[src/rtl/io_byte_sequencer.sv]
// io_byte_sequencer
//   Sequences 16-bit CPU I/O cycles onto the 8-bit peripheral bus. A word
//   access becomes 0, 1 or 2 byte transactions, routed to one of NDEV devices.
//   Both the CPU side and the device side use a toggle handshake: a request is
//   pending while req != ack.
//
//   Optional feature macro: IOSEQ_TIMEOUT_EN
//     defined   - a device that does not ack within TIMEOUT cycles has its byte
//                 phase abandoned. The lane reads 8'hFF and timeout pulses.
//     undefined - WAIT holds until the device acks, and timeout stays 0.
//
// Ports
//   clk, reset            clock, asynchronous active-high reset
//   cpu_req / cpu_ack     CPU toggle handshake
//   cpu_wr, cpu_addr      access direction and port address
//   cpu_bhe_n, cpu_din    byte-high enable (active low), write data
//   cpu_dout              read result, valid once cpu_ack == cpu_req
//   dev_id, dev_valid     target device from the address decoder, mapped flag
//   io_addr, io_dout      byte address and byte write data to the devices
//   io_rd_req/io_rd_ack   per-device read toggles
//   io_wr_req/io_wr_ack   per-device write toggles
//   io_din                per-device read bytes, device k on [8k+7:8k]
//   busy                  FSM not idle
//   timeout               one-cycle pulse when a byte phase is abandoned
module io_byte_sequencer #(
    parameter int  NDEV    = 4,
    parameter int  TIMEOUT = 255,
    localparam int IDX_W   = (NDEV > 1) ? $clog2(NDEV) : 1
) (
    input  logic              clk,
    input  logic              reset,
    input  logic              cpu_req,
    output logic              cpu_ack,
    input  logic              cpu_wr,
    input  logic [15:0]       cpu_addr,
    input  logic              cpu_bhe_n,
    input  logic [15:0]       cpu_din,
    output logic [15:0]       cpu_dout,
    input  logic [IDX_W-1:0]  dev_id,
    input  logic              dev_valid,
    output logic [15:0]       io_addr,
    output logic [7:0]        io_dout,
    output logic [NDEV-1:0]   io_rd_req,
    input  logic [NDEV-1:0]   io_rd_ack,
    output logic [NDEV-1:0]   io_wr_req,
    input  logic [NDEV-1:0]   io_wr_ack,
    input  logic [NDEV*8-1:0] io_din,
    output logic              busy,
    output logic              timeout
);

    typedef enum logic [2:0] {
        IDLE, LO_ISSUE, LO_WAIT, HI_ISSUE, HI_WAIT, DONE
    } state_t;

`ifdef IOSEQ_TIMEOUT_EN
    localparam bit TMO_EN = 1'b1;
`else
    localparam bit TMO_EN = 1'b0;
`endif
    localparam logic [7:0] TMO_LAST = 8'(TIMEOUT - 1);

    state_t           state;
    logic [15:0]      a_addr;
    logic [15:0]      a_din;
    logic             a_wr;
    logic [IDX_W-1:0] a_id;
    logic             hi_pend;     // a high-byte phase follows the low one
    logic [NDEV-1:0]  rd_mir;      // local copy of the ack each device is expected to hold
    logic [NDEV-1:0]  wr_mir;
    logic [7:0]       wait_cnt;

    logic       ack_seen;
    logic       tmo_hit;
    logic [7:0] lane_byte;

    // Completion is detected as a toggle of the device ack relative to the
    // mirror. On an abandoned phase the mirror is flipped anyway. A late ack
    // then lands on the mirror value and produces no toggle, so it is ignored.
    assign ack_seen  = a_wr ? (io_wr_ack[a_id] != wr_mir[a_id])
                            : (io_rd_ack[a_id] != rd_mir[a_id]);
    assign tmo_hit   = TMO_EN && !ack_seen && (wait_cnt == TMO_LAST);
    assign lane_byte = ack_seen ? io_din[{a_id, 3'b000} +: 8] : 8'hFF;
    assign busy      = (state != IDLE);

    always_ff @(posedge clk or posedge reset) begin
        if (reset) begin
            state     <= IDLE;
            cpu_ack   <= 1'b0;
            cpu_dout  <= 16'hFFFF;
            io_addr   <= 16'h0000;
            io_dout   <= 8'h00;
            io_rd_req <= '0;
            io_wr_req <= '0;
            rd_mir    <= '0;
            wr_mir    <= '0;
            timeout   <= 1'b0;
            a_addr    <= 16'h0000;
            a_din     <= 16'h0000;
            a_wr      <= 1'b0;
            a_id      <= '0;
            hi_pend   <= 1'b0;
            wait_cnt  <= 8'd0;
        end else begin
            timeout <= 1'b0;
            case (state)
                IDLE: begin
                    if (cpu_req != cpu_ack) begin
                        a_addr   <= cpu_addr;
                        a_din    <= cpu_din;
                        a_wr     <= cpu_wr;
                        a_id     <= dev_id;
                        hi_pend  <= ~cpu_bhe_n;
                        cpu_dout <= 16'hFFFF;
                        // Unmapped ports, and accesses with neither byte enabled, skip the bus.
                        if (!dev_valid || (cpu_addr[0] && cpu_bhe_n))
                            state <= DONE;
                        else if (!cpu_addr[0])
                            state <= LO_ISSUE;
                        else
                            state <= HI_ISSUE;
                    end
                end
                LO_ISSUE, HI_ISSUE: begin
                    if (state == LO_ISSUE) begin
                        io_addr <= a_addr;
                        io_dout <= a_din[7:0];
                        state   <= LO_WAIT;
                    end else begin
                        io_addr <= {a_addr[15:1], 1'b1};
                        io_dout <= a_din[15:8];
                        state   <= HI_WAIT;
                    end
                    if (a_wr) io_wr_req[a_id] <= ~io_wr_req[a_id];
                    else      io_rd_req[a_id] <= ~io_rd_req[a_id];
                    wait_cnt <= 8'd0;
                end
                LO_WAIT, HI_WAIT: begin
                    if (ack_seen || tmo_hit) begin
                        if (a_wr) wr_mir[a_id] <= ~wr_mir[a_id];
                        else      rd_mir[a_id] <= ~rd_mir[a_id];
                        if (!a_wr) begin
                            if (state == LO_WAIT) cpu_dout[7:0]  <= lane_byte;
                            else                  cpu_dout[15:8] <= lane_byte;
                        end
                        timeout <= tmo_hit;
                        state   <= (state == LO_WAIT && hi_pend) ? HI_ISSUE : DONE;
                    end else begin
                        wait_cnt <= wait_cnt + 8'd1;
                    end
                end
                DONE: begin
                    cpu_ack <= ~cpu_ack;
                    state   <= IDLE;
                end
                default: state <= IDLE;
            endcase
        end
    end

endmodule

[config.mk]
export PLATFORM = sky130hd
export DESIGN_NAME = io_byte_sequencer
export DESIGN_NICKNAME = d
export VERILOG_FILES = /design/src/rtl/io_byte_sequencer.sv
export SDC_FILE = /design/constraint.sdc
export NUM_CORES = 1
export LEC_CHECK = 0
export ABC_AREA = 0
export CAP_MARGIN = 10
export CORE_MARGIN = 1
export CORE_UTILIZATION = 34
export CTS_BUF_LIST = sky130_fd_sc_hd__clkbuf_4
export DETAILED_ROUTE_END_ITERATION = 10
export HOLD_SLACK_MARGIN = 0.02
export SLEW_MARGIN = 30
export SYNTH_ARGS = -nofsm -noshare
export SYNTH_HDL_FRONTEND = slang
export SYNTH_SLANG_ARGS = --single-unit
export TNS_END_PERCENT = 20
[constraint.sdc]
create_clock -name clk -period 9.25 [get_ports clk]
set_input_delay 1.3875 -clock clk [delete_from_list [all_inputs] [get_ports clk]]
set_output_delay 1.3875 -clock clk [all_outputs]
set_load 0.005 [all_outputs]
**Word-level counts from Yosys, hierarchy flattened**

Cells that the tools add are included.

- Bitwise gates (word level): 7
- Reduce and logical (&&, ||, !) cells: 18
- Div/mod/pow operators: 0
- Mux-type cells: 34
- Multiply operators: 0
- Add/sub/neg operators: 0
- Magnitude comparators: 2
- Shift operators: 1
- Eq/ne operators: 13

Operator list:

| cell | count |
|---|---|
| 2-to-1 mux 16 bit | 3 |
| case mux 16 bit (2 select lines) | 1 |
| variable part select 32 x 6 -> 8 bit | 1 |
| 2-to-1 mux 8 bit | 3 |
| bitwise mux 4 bit | 4 |
| 2-to-1 mux 3 bit | 5 |
| binary-select mux 1 bit (select 2 bit) | 6 |
| != test 2 bit (second input constant) | 5 |
| AND reduction 5 bit | 2 |
| 2-to-1 mux 1 bit | 9 |
| case mux 3 bit (3 select lines) | 1 |
| AND reduction 2 bit | 4 |
| NOT 1 bit | 7 |
| equality test 3 x 2 -> 1 bit (second input constant) | 2 |
| equality test 3 bit (second input constant) | 2 |
| AND reduction 3 bit | 2 |
| OR reduction 2 bit | 2 |
| equality test 3 x 1 -> 1 bit (second input constant) | 1 |
| logical AND 1 bit | 3 |
| logical NOT 3 bit | 1 |
| < comparator 2 x 3 -> 1 bit (second input constant) | 1 |
| != test 1 bit | 3 |
| nonzero test 3 bit | 1 |
| demux 1 bit (select 2 bit) | 1 |
| 5 further kinds | 5 |

- ROM bits: 0
- Memories: 0
- Word-level logic and storage cells: 90
- Bits in registers: 96
- Bits in writable memories: 0
- Latch bits: 0
- Output and inout bits: 51

**Depth between registers and ports, before layout**

Gate-level depths: netlist of the first run.

- Depth in word-level cells: 6
- Depth in mapped cells: 7
- Depth with buffers taken out: 5

**Least setup slack after synthesis of the first run**

Ideal clock, no wire load.

- Path type: input-to-reg
- Start: input port io_wr_ack[2]
- End: register cpu_dout[0]
- Required time: 9,190 ps
- Arrival time: 2,707 ps
- Path slack: 6,483 ps
- Stages on the path: 6
- Buffers on the path: 1
- Cells stage by stage: xor2_1 mux4_2 mux2_4 or3b_1 buf_4 o22a_1

- Longest elaborated chain between the ends: 6

Ends and longest elaborated chain:

| item | line | RTL |
|---|---|---|
| start: declaration | 46 | `input logic [NDEV-1:0] io_wr_ack,` |
| binary-select mux 1 bit (select 2 bit) | 80 | `assign ack_seen = a_wr ? (io_wr_ack[a_id] != wr_mir[a_id])` |
| 2-to-1 mux 1 bit (implied by the code) | 80 |  |
| != test 1 bit | 80 |  |
| 2-to-1 mux 1 bit | 80 |  |
| != test 2 bit (no line) | - |  |
| AND reduction 5 bit (no line) | - |  |
| end signal: assignment | 143 | `if (state == LO_WAIT) cpu_dout[7:0] <= lane_byte;` |
| end: declaration | 38 | `output logic [15:0] cpu_dout,` |

Every way passes these cells. The select of a mux whose other input is x is not followed.
A chain may end at the register's enable or synchronous reset.

**Worst setup path in the final report of the first run**

- Start: register state[1]
- End: output port busy

- Longest elaborated chain between the ends: 1

Ends and longest elaborated chain:

| item | line | RTL |
|---|---|---|
| start: declaration | 63 | `state_t state;` |
| start signal: assignment | 147 | `state <= (state == LO_WAIT && hi_pend) ? HI_ISSUE : DONE;` |
| nonzero test 3 bit | 84 | `assign busy = (state != IDLE);` |
| end: declaration | 48 | `output logic busy,` |

Every way passes these cells.

==> metrics.csv, run 1 <==
stage;metric;value;unit
floorplan;num_rows;40;
setup_path;start_kind;flip-flop;
drt;dr.pass1.iters;4;
placement;io_buffers;129;
clocking;path_clk_slew;140;ps
finish;syn_to_final_growth;36.2;%
clocking;cts.path.max_buffers;2;
placement;dp_hpwl;6640;um
sta;slew_headroom;0.439;
drt;wirelength;9540;um
drt;drtIter0Drc;57;
sta;tightest_slew;842;ps
setup_path;crit_arrival;2120;ps
floorplan;die_w;114;um
floorplan;ios;131;
yosys;ys_seq_elements;96;
sta;final-max-slew-violation-count;0;
yosys;async_flop_share;1.00;
global_route;grt_pass1_vias;3074;
yosys;mappedNetlistArea;4240;um^2
clocking;cts_hold_buf;0;
sta;hold_viol_final;0;
global_route;antenna_found_initial;1;
yosys;netlist_instances;311;
setup_path;endpoint_kind;output port;
placement;place_inst;591;
yosys;avgSynthCellArea;13.6;um^2
power_and_ir_drop;ir_drop;112;uV
sta;max_freq;285;MHz
floorplan;placeableCoreArea;12100;um^2
yosys;yosysWarnings;0;
finish;post_route_cells_drive_above_1_share;0.159;
yosys;ys_top_cells_by_count;dfrtp_1 (80), mux2_1 (35), nand2_1 (21), mux2_2 (20);
global_route;grt_usage;0.157;
sta;period_share;0.380;
yosys;synthTopCellsByArea;dfrtp_1 (47%), dfstp_2 (9.9%), mux2_1 (9.3%), mux2_2 (5.3%), mux4_2 (5.3%);
outcome;outcome;finished clean;
finish;nFillCells;1113;
yosys;synth_top_flop_cell;dfrtp_1;
finish;nNetsFinal;514;
yosys;synth_top_area_frac;0.472;
sta;rsz0062_at_grt;no;
sta;setup_viol;0;
clocking;root_buffer;clkbuf_4;
drt;vias_per_cell;4.73;
clocking;cts_buffers;9;
min_path;hold_class;flip-flop to flip-flop;
drt;routed-via-count;2877;
floorplan;initial_core_util;0.352;
sta;timing.setup.tns;0;ps
setup_path;path_class;flip-flop to output port;
yosys;yosys.cell_count.top_type;dfrtp_1;
clocking;postCtsResizedCells;0;
clocking;cts_tree;yes;
global_route;grt_start_max_net_pins;71;
clocking;numClockSinks;96;
yosys;synth_cell_types;42;
global_route;grt_overflow;0;
clocking;post_cts.repair.setup_buffers;0;
placement;gp_routability_congestion;0.729;
drt;drc;0;
floorplan;die_h;114;um
yosys;synth_edf_count;0;
power_and_ir_drop;p_leak;2.36;nW
yosys;syn_nets;391;
power_and_ir_drop;power_density;315;nW/um^2
drt;ant_nets;0;
yosys;synth_top_cell_by_area;dfrtp_1;
clocking;insertion_delay;440;ps
setup_path;crit_fanout;19;
sta;period_needed;3510;ps
drt;drt-wirelength-per-cell;15.7;um
flow_run;maxCapViolations;0;
sta;skew;12.6;ps
setup_path;required;7860;ps
finish;final_cells;608;
clocking;htreeDepth;3;
finish;finish.utilization;0.479;
floorplan;die-area;12900;um^2
yosys;ys_seq_area_frac;0.571;
global_route;grt_pass1_wl;15400;um
==> per-layer routing <==
layer	routed length [um]	vias up	part of all wire	global-route usage
li1	-	1348	-	-
met1	4160	1416	0.44	0.185
met2	4410	102	0.46	0.261
met3	844	11	0.088	0.0547
met4	125	0	0.013	0.0623
met5	0	-	0	0
==> metrics by stage <==
stage | power (mW) | instance area (um^2) | setup slack, ps | hold WS (ps)
5_1_grt | 1.96 | 5780 | 5620 | 504
3_5_place_dp | 1.64 | 5650 | 5730 | 461
6_report | 1.82 | 5780 | 5740 | 479
4_1_cts | 1.85 | 5760 | 5700 | 484
3_3_place_gp | 1.62 | 5650 | 5790 | 457
2_1_floorplan | 1.25 | 4240 | 5380 | 455
==> cells in the final DEF, fill, tap and decap left out, drive strengths merged <==
cell type / n
a21o: 1
a21oi: 2
a31oi: 1
a41oi: 1
buf: 2
clkbuf: 14
clkdlybuf4s50: 129
clkinv: 2
conb: 1
dfrtp: 80
dfstp: 16
diode: 1
inv: 4
mux2: 56
mux2i: 8
mux4: 10
nand2: 21
nand2b: 5
nand3: 3
nand3b: 2
nand4: 1
nand4b: 1
nor2: 15
nor2b: 2
nor3: 4
nor4: 1
o211a: 1
o211ai: 1
o21a: 1
o21ai: 14
o22a: 16
o22ai: 1
o32a: 1
or3: 1
or3b: 2
xnor2: 3
xor2: 16
==> worst paths after layout <==
| kind | from | to | slack [ps] | cells after the start |
|---|---|---|---|---|
| worst min-delay path | io_rd_req[3] | io_rd_req[3] | 480 | 1 |
| worst max register to register | a_id[1] | cpu_dout[4] | 6830 | 4 |
| worst max-delay path | state[1] | busy | 5740 | 2 |
| min in group asynchronous | reset | io_addr[15] | 1260 | 2 |
| worst min register to register | io_rd_req[3] | io_rd_req[3] | 480 | 1 |
| max in group asynchronous | reset | cpu_ack | 7050 | 3 |
==> power by group <==
group | switching (mW) | total (mW) | internal, mW
Sequential | 0.172 | 0.812 | 0.640
Clock | 0.132 | 0.202 | 0.0695
Combinational | 0.313 | 0.804 | 0.491
Total | 0.617 | 1.82 | 1.20
==> final cells by class <==
type                            instances  area, um^2  area share
Sequential cell                        96        2420       0.419
Multi-Input combinational cell        192        1700       0.294
Timing Repair Buffer                  131        1310       0.227
Tap cell                              168         210      0.0364
Clock buffer                           14         105      0.0182
Inverter                                4        17.5     0.00303
Clock inverter                          2        7.51     0.00130
Antenna cell                            1        2.50    0.000433
==> cells by family after synthesis <==
| group | after synthesis | synth area share |
|---|---|---|
| muxes | 74 | 0.222 |
| other | 1 | 0.000884 |
| DFF | 96 | 0.571 |
| and+or+nand+nor | 58 | 0.0673 |
| buffers and inverters | 23 | 0.0295 |
| AOI/OAI and AO/OA | 40 | 0.0685 |
| xor gates and xnor gates | 19 | 0.0410 |
==> worst max-delay path, cell delays in order (launching register included) <==
cell	delay, ps
dfrtp_1	720
or3_1	490
clkdlybuf4s50_1	480
==> registers in the layout, indices dropped and copies added, names as in the netlist <==
signal,flops
cpu_ack,1
io_addr,16
wr_mir,4
a_din,16
hi_pend,1
a_wr,1
state,3
rd_mir,4
a_addr,16
io_rd_req,4
io_wr_req,4
a_id,2
io_dout,8
cpu_dout,16
No activity file was read; power rests on OpenSTA's default activity.
==> run 2: changes to the inputs <==
==> constraint.sdc (replaced) <==
create_clock -name clk -period 3.2 [get_ports clk]
set_input_delay 0.48 -clock clk [delete_from_list [all_inputs] [get_ports clk]]
set_output_delay 0.48 -clock clk [all_outputs]
set_load 0.005 [all_outputs]
==> metrics.csv, run 2 (same netlist as run 1, synthesis figures left out) <==
stage;metric;value;unit;change
sta;hold_viol_final;0;;unchanged
placement;gp_routability_congestion;0.778;;was 0.729
finish;finish.utilization;0.486;;was 0.479
drt;vias_per_cell;4.82;;was 4.73
setup_path;start_kind;flip-flop;;unchanged
power_and_ir_drop;seq_power_share;0.422;;was 0.447
setup_path;reg2reg_from;state[1];;was a_id[1]
sta;timing.setup.tns;0;ps;unchanged
power_and_ir_drop;combPwrFrac;0.435;;was 0.442
sta;setup_viol;0;;unchanged
global_route;grt_pass1_wl;16000;um;was 15400 um
setup_path;cp_cell_sequence;or3_1 > clkdlybuf4s50_1;;unchanged
global_route;grt_overflow;0;;unchanged
drt;routed-via-count;2947;;was 2877
drt;wirelength;9720;um;was 9540 um
clocking;cts_buffers;9;;unchanged
clocking;cts.path.max_buffers;2;;unchanged
drt;drtIter0Drc;44;;was 57
flow_run;maxCapViolations;0;;unchanged
clocking;root_buffer;clkbuf_4;;unchanged
outcome;outcome;finished clean;;unchanged
sta;skew;12.5;ps;was 12.6 ps
sta;setup_ws;587;ps;was 5740 ps
clocking;htreeDepth;3;;unchanged
clocking;post_cts.repair.setup_buffers;0;;unchanged
clocking;postCtsResizedCells;0;;unchanged
placement;placed_area;5690;um^2;was 5650 um^2
sta;tightest_slew;878;ps;was 842 ps
setup_path;cpMaxStageDelayCell;dfrtp_1;;unchanged
finish;post_route_cells_drive_above_1_share;0.170;;was 0.159
global_route;grt_pass1_vias;3228;;was 3074
placement;dp_slack;699;ps;was 5730 ps
min_path;hold_class;input port to asynchronous set/reset pin;;was flip-flop to flip-flop
placement;place_inst;594;;was 591
drt;drt-wirelength-per-cell;15.9;um;was 15.7 um
global_route;grt_usage;0.160;;was 0.157
setup_path;crit_fanout;19;;unchanged
clocking;cts_hold_buf;0;;unchanged
power_and_ir_drop;swShare;0.330;;was 0.340
finish;syn_to_final_growth;38.4;%;was 36.2%
finish;nNetsFinal;517;;was 514
setup_path;cp_slowest_stage_delay;940;ps;was 720 ps
floorplan;ios;131;;unchanged
drt;dr.pass1.iters;4;;unchanged
floorplan;placeableCoreArea;12100;um^2;unchanged
power_and_ir_drop;p_leak;2.40;nW;was 2.36 nW
global_route;grt_start_max_net_pins;51;;was 71
floorplan;initial_core_util;0.352;;unchanged
power_and_ir_drop;clkPwrFrac;0.143;;was 0.111
placement;io_buffers;129;;unchanged
global_route;antenna_found_initial;1;;unchanged
power_and_ir_drop;internal_power;3.68;mW;was 1.20 mW
setup_path;critPathBufInv;1;;unchanged
setup_path;path_class;flip-flop to output port;;unchanged
clocking;path_clk_slew;140;ps;about the same
setup_path;required;2720;ps;was 7860 ps
sta;holdWs;456;ps;was 479 ps
floorplan;num_rows;40;;unchanged
floorplan;die-area;12900;um^2;unchanged
floorplan;die_w;114;um;unchanged
drt;drc;0;;unchanged
power_and_ir_drop;power_density;936;nW/um^2;was 315 nW/um^2
setup_path;crit_start;state[1];;unchanged
floorplan;die_h;114;um;unchanged
sta;slew_headroom;0.415;;was 0.439
sta;final-max-slew-violation-count;0;;unchanged
finish;layout_common_cells;clkdlybuf4s50_1 (129), dfrtp_1 (80), mux2_1 (35);;unchanged
sta;period_needed;2610;ps;
power_and_ir_drop;ir_drop;358;uV;was 112 uV
finish;final_common_cell;clkdlybuf4s50_1;;unchanged
drt;ant_nets;0;;unchanged
power_and_ir_drop;power.total;5.49;mW;was 1.82 mW
sta;rsz0062_at_grt;no;;unchanged
placement;dp_hpwl;7050;um;was 6640 um
clocking;cts_tree;yes;;unchanged
finish;final_cells;611;;was 608
clocking;insertion_delay;430;ps;was 440 ps
finish;design_area;5870;um^2;was 5780 um^2
sta;max_freq;383;MHz;
power_and_ir_drop;switchingPower;1.81;mW;was 617 uW
setup_path;endpoint_kind;output port;;unchanged
clocking;numClockSinks;96;;unchanged
sta;period_share;0.816;;
setup_path;crit_arrival;2130;ps;was 2120 ps
setup_path;crit_family;flip-flops;;unchanged
## run 2: changes by cell type in the layout (fill, tap and decap cells not counted)
cell	delta
buf_12	+1
buf_4	+3
buf_6	-1
bufinv_16	+3
clkbuf_4	-5
clkinv_1	-2
clkinv_2	+4
nand2b_2	+1
nand2b_4	-1
## run 2: path summary, 6_finish.rpt
kind                           endpoint  slack, ps  cells after the start
setup / recovery                   busy        590                      2
hold / removal               a_addr[15]        460                      2
setup reg to reg            cpu_dout[3]        890                      5
hold reg to reg            io_rd_req[3]        480                      1
max in group asynchronous   cpu_dout[9]       2020                      3
min in group clk           io_rd_req[3]        480                      1
## run 2: power groups by stage
| stage | sequential [mW] | clock (mW) | combinational (mW) |
|---|---|---|---|
| 6_report | 2.32 | 0.785 | 2.39 |
| 5_1_grt | 2.41 | 0.863 | 2.63 |
| 4_1_cts | 2.33 | 0.822 | 2.43 |
| 3_5_place_dp | 2.36 | 0 | 2.42 |
| 3_3_place_gp | 2.34 | 0 | 2.38 |
| 2_1_floorplan | 2.08 | 0 | 1.54 |
## run 2: area by class of cell
| class | instances | area [um^2] |
|---|---|---|
| Fill cell | 1136 | 6190 |
| Sequential cell | 96 | 2420 |
| Multi-Input combinational cell | 192 | 1700 |
| Timing Repair Buffer | 134 | 1340 |
| Tap cell | 168 | 210 |
| Clock inverter | 7 | 110 |
| Clock buffer | 9 | 67.6 |
| Inverter | 4 | 17.5 |
| Antenna cell | 1 | 2.50 |
## run 2: routing by layer
layer	wire (um)	track usage	up-vias	part of all wire
met3	822	0.0526	10	0.085
met4	117	0.0614	0	0.012
met5	0	0	-	0
met1	4050	0.185	1470	0.42
met2	4730	0.277	108	0.49
li1	-	-	1359	-
